$ cat config.mk
export PLATFORM = sky130hd
export DESIGN_NAME = handshake_slave
export DESIGN_NICKNAME = d
export VERILOG_FILES = /design/src/rtl/handshake_slave.sv
export SDC_FILE = /design/constraint.sdc
export NUM_CORES = 1
export LEC_CHECK = 0
export CAP_MARGIN = 40
export CORE_MARGIN = 1.5
export CORE_UTILIZATION = 48
export DETAILED_ROUTE_END_ITERATION = 10
export PLACE_DENSITY = 0.72
export SLEW_MARGIN = 30
export SYNTH_ARGS = -nofsm -noshare
export SYNTH_HDL_FRONTEND = slang
export SYNTH_SLANG_ARGS = --single-unit
$ cat constraint.sdc
create_clock -name clk -period 1.75 [get_ports clk]
set_input_delay 0.35 -clock clk [delete_from_list [all_inputs] [get_ports clk]]
set_output_delay 0.35 -clock clk [all_outputs]
set_load 0.01 [all_outputs]
$ cat src/rtl/handshake_slave.sv
// Valid/ready FIFO slave with an incrementing-sequence checker on the accepted stream.
// Accepted words are buffered in order; mismatches raise a sticky flag and a saturating count.
module handshake_slave #(
  parameter int WIDTH = 8,
  parameter int DEPTH = 4
) (
  input  logic                     clk,
  input  logic                     rst,
  input  logic                     s_valid,
  input  logic [WIDTH-1:0]         s_data,
  output logic                     s_ready,
  output logic                     o_valid,
  output logic [WIDTH-1:0]         o_data,
  input  logic                     o_ready,
  output logic [$clog2(DEPTH):0]   level,
  output logic                     seq_err,
  input  logic                     err_clr,
  output logic [7:0]               err_cnt,
  output logic [15:0]              rx_cnt
);

  localparam int AW = $clog2(DEPTH);
  localparam int LW = AW + 1;
  localparam logic [LW-1:0] FULL_LEVEL = LW'(DEPTH);

  typedef enum logic {IDLE, TRACK} chk_state_t;

  logic [WIDTH-1:0] r_mem [DEPTH];
  logic [AW-1:0]    r_wr_ptr;
  logic [AW-1:0]    r_rd_ptr;
  logic [LW-1:0]    r_level;

  chk_state_t       r_state;
  logic [WIDTH-1:0] r_expected;
  logic             r_seq_err;
  logic [7:0]       r_err_cnt;
  logic [15:0]      r_rx_cnt;

  logic             w_accept;
  logic             w_pop;
  logic             w_mismatch;
  logic [WIDTH-1:0] w_next_exp;

  // Handshake flags come only from the registered level, so s_ready never depends on o_ready.
  assign s_ready    = (r_level < FULL_LEVEL);
  assign o_valid    = (r_level != '0);
  assign o_data     = r_mem[r_rd_ptr];
  assign level      = r_level;

  assign w_accept   = s_valid & s_ready;
  assign w_pop      = o_valid & o_ready;
  assign w_next_exp = s_data + 1'b1;
  assign w_mismatch = w_accept && (r_state == TRACK) && (s_data != r_expected);

  // NOTE: sequential state uses non-blocking assignments so every register samples pre-edge values.
  always_ff @(posedge clk or posedge rst) begin
    if (rst) begin
      r_wr_ptr <= '0;
      r_rd_ptr <= '0;
      r_level  <= '0;
    end else begin
      if (w_accept) r_wr_ptr <= r_wr_ptr + 1'b1;
      if (w_pop)    r_rd_ptr <= r_rd_ptr + 1'b1;
      case ({w_accept, w_pop})
        2'b10:   r_level <= r_level + 1'b1;
        2'b01:   r_level <= r_level - 1'b1;
        default: r_level <= r_level;
      endcase
    end
  end

  // NOTE: storage is deliberately not reset; contents are unreachable until written because level gates o_valid.
  always_ff @(posedge clk) begin
    if (w_accept) r_mem[r_wr_ptr] <= s_data;
  end

  always_ff @(posedge clk or posedge rst) begin
    if (rst) begin
      r_state    <= IDLE;
      r_expected <= '0;
      r_seq_err  <= 1'b0;
      r_err_cnt  <= '0;
      r_rx_cnt   <= '0;
    end else begin
      if (w_accept) begin
        r_rx_cnt   <= r_rx_cnt + 16'd1;
        r_expected <= w_next_exp;
        case (r_state)
          IDLE:    r_state <= TRACK;
          default: r_state <= TRACK;
        endcase
      end
      // A mismatch on the same edge as err_clr keeps the flag set.
      if (w_mismatch) begin
        r_seq_err <= 1'b1;
        if (r_err_cnt != 8'hFF) r_err_cnt <= r_err_cnt + 8'd1;
      end else if (err_clr) begin
        r_seq_err <= 1'b0;
      end
    end
  end

  assign seq_err = r_seq_err;
  assign err_cnt = r_err_cnt;
  assign rx_cnt  = r_rx_cnt;

endmodule

==> run metrics <==
Ys Warns=0; WS Path Type=reg -> out; Critical Path AT=approximately 1.6 ns; Layout area overhead=36.14%; Final HPWL DP=about 4000 um; skew final=between 0.005 and 0.006 ns; flops & latches, synth=73; Area contributors post-synth=dfrtp_1 32%, edfxtp_1 30%, xnor2_1 7.8%; Hold Crit Class=in -> async; Max Clk Rate=~0.52 GHz; area occupied by multi-input gates=approximately 0.0012 mm2; Final Max Slew Viols=0; antenna cells=0; placed cell count=380; commonest cells in the netlist=41 x dfrtp_1, 32 x edfxtp_1, 28 x xnor2_1; CP endpoint kind=output pin; most instantiated library cell after synthesis=dfrtp_1; clock buffer depth=2; post-synth design cell area=0.003164 mm2; GRT Util Overall=0.1860; die area=between 0.007 and 0.008 mm2; Synth Area per Inst=13.82 um2; CTS tree=done; DR WL/cell=between 10 and 15 um; Final Setup Violations=8; core area=0.006350 mm2; I/O pin cnt=51; minimum clock period=1.908 ns; Critical Path Start Type=flip-flop; power per cell area=about 1400 mW/mm2; Period Utilization, post-route=1.090; Worst-path clk slew=approximately 0.07 ns; worst r2r path cells=9; Yosys top cell area share=0.3242; status=finished with violations; synthesized instance count=229; drt first-iter violations=91; max-cap viol count=0; initial antenna violation count=0; cell taking the most area after synthesis=dfrtp_1; Leak=0.001740 uW; CTS sink cnt=73; total grt overflow=0; number of core rows=29; Max IR drop VDD=about 0.00093 V; DR DRC count=0; Die H=84.19 um; starting density of the core=0.4983; CTS Buf Count=9; vias in the first global route=2012; vias per cell=5.090; first-pass GRT wire length=around 10000 um; largest net degree at the start of global routing=42; GPL Wtd Cong=0.7806; failing checks=negative setup slack; Antenna Nets Post-Route=0; max_slew headroom=0.7360; Post-Route WL=5938 um; share of cells above drive strength 1=0.2593; post-synth cell types=34; EDFF count, synth=32; # fillers=477; slew at the pin closest to its max-slew limit=0.3960 ns; sequential share of the synthesized area=0.6279; final hold violation count=0; Root Driver=clkbuf_8; Worst Setup SP=r_rd_ptr[0]; clk_lat worst skew=0.34 ns; total number of vias=between 2000 and 2500; H-tree depth=3; DRT Pass-1 Iters=4; RSZ-0062 raised after global routing=yes; Seq. cell area=0.001992 mm2; post-route non-filler standard cell count=401; I/O Buffers=50; worst endpoint required time=1.40 ns; syn nets=251; layout net count=341; crit path max fanout=4; Final WS setup=-0.1579 ns; Sum Neg Setup Slack=-1.060 ns; Synth async-reset ratio=0.5616; Synth Flop Type=dfrtp_1; chip width=84.19 um; worst reg2reg startpoint=level[2]
## registers in the layout, summed over array words and instances (netlist names)
name        count
rx_cnt         16
r_expected      8
seq_err         1
level           3
err_cnt         8
r_wr_ptr        2
r_state         1
r_mem          32
r_rd_ptr        2
## layer usage
metal | up-vias | GRT usage | share of wire | wire length [um]
li1 | 985 | - | - | -
met1 | 987 | 0.2608 | 0.46 | 2753
met2 | 58 | 0.2771 | 0.47 | 2787
met3 | 11 | 0.04228 | 0.045 | 270
met4 | 0 | 0.08942 | 0.021 | 126
met5 | - | 0 | 0 | 0
## cells in the final DEF, fill, tap and decap left out, types with 5 or more instances in the layout
cell type / Yosys / routed
and3_1: 6 / 6
buf_12: 0 / 6
buf_4: 0 / 27
buf_6: 0 / 5
clkbuf_8: 0 / 9
clkdlybuf4s50_1: 0 / 39
dfrtp_1: 41 / 37
edfxtp_1: 32 / 32
ha_1: 8 / 7
mux4_2: 8 / 8
nand2_1: 17 / 17
nand3_1: 14 / 13
nand4_1: 6 / 6
nor2_1: 8 / 8
xnor2_1: 28 / 28
xor2_1: 12 / 12
## stage by stage
step	total power, uW	hold WS (ns)	util	instance area [um2]	worst slack, ns
5_1_grt	6626	0.3776	0.6784	4308	-0.2020
3_5_place_dp	4898	0.4538	0.6384	4054	-0.4118
6_report	6227	0.3544	0.6784	4308	-0.1579
4_1_cts	6200	0.3633	0.6692	4249	-0.1875
3_3_place_gp	4860	0.4600	0.6384	4054	-0.3552
2_1_floorplan	3766	0.4348	-	3186	0.01428
## where the power goes
part | internal, uW | switching, uW | leakage (uW)
combinational | 1410 | 971 | 0.000849
clock | 649 | 608 | 0.0000913
sequential | 2220 | 364 | 0.000800
total | 4280 | 1940 | 0.00174
## worst paths after layout
path | end | slack, ns
worst min register to register | r_state | 0.48
worst min-delay path | rx_cnt[14] | 0.35
worst max-delay path | o_data[0] | -0.16
max in group asynchronous | r_rd_ptr[0] | 1.17
min in group clk | r_mem[1][5] | 0.42
worst max register to register | level[2] | 0.09
## layout make-up
type / instances / share of cell area
Clock buffer: 10 / 0.02963
Clock inverter: 6 / 0.01365
Inverter: 10 / 0.009004
Multi-Input combinational cell: 141 / 0.2681
Sequential cell: 73 / 0.4624
Tap cell: 77 / 0.02236
Timing Repair Buffer: 84 / 0.1949
## logic make-up after synthesis
logic type | share of synthesized area
buffers and inverters | 0.01858
adder cells (fa/ha/maj) | 0.03796
AO/OA/AOI/OAI | 0.01463
multiplexers | 0.07196
flip-flops | 0.6279
AND/OR/NAND/NOR | 0.1182
XOR/XNOR | 0.1107
## worst max-delay path, cell delays in order (launching register included)
cell,delay (ns)
dfrtp_2,0.41
clkbuf_16,0.16
mux4_2,0.51
buf_6,0.14
## what timing repair did
action | 4_1_cts | 5_1_grt
gates cloned | 1 | 0
hold endpoints to repair | 0 | 0
pin swaps | 0 | 2
setup buffers | 1 | 3
resized for setup | 39 | 13
hold buffers | 0 | 0
setup endpoints to repair | 12 | 16
Power figures use the tool's default switching activity.
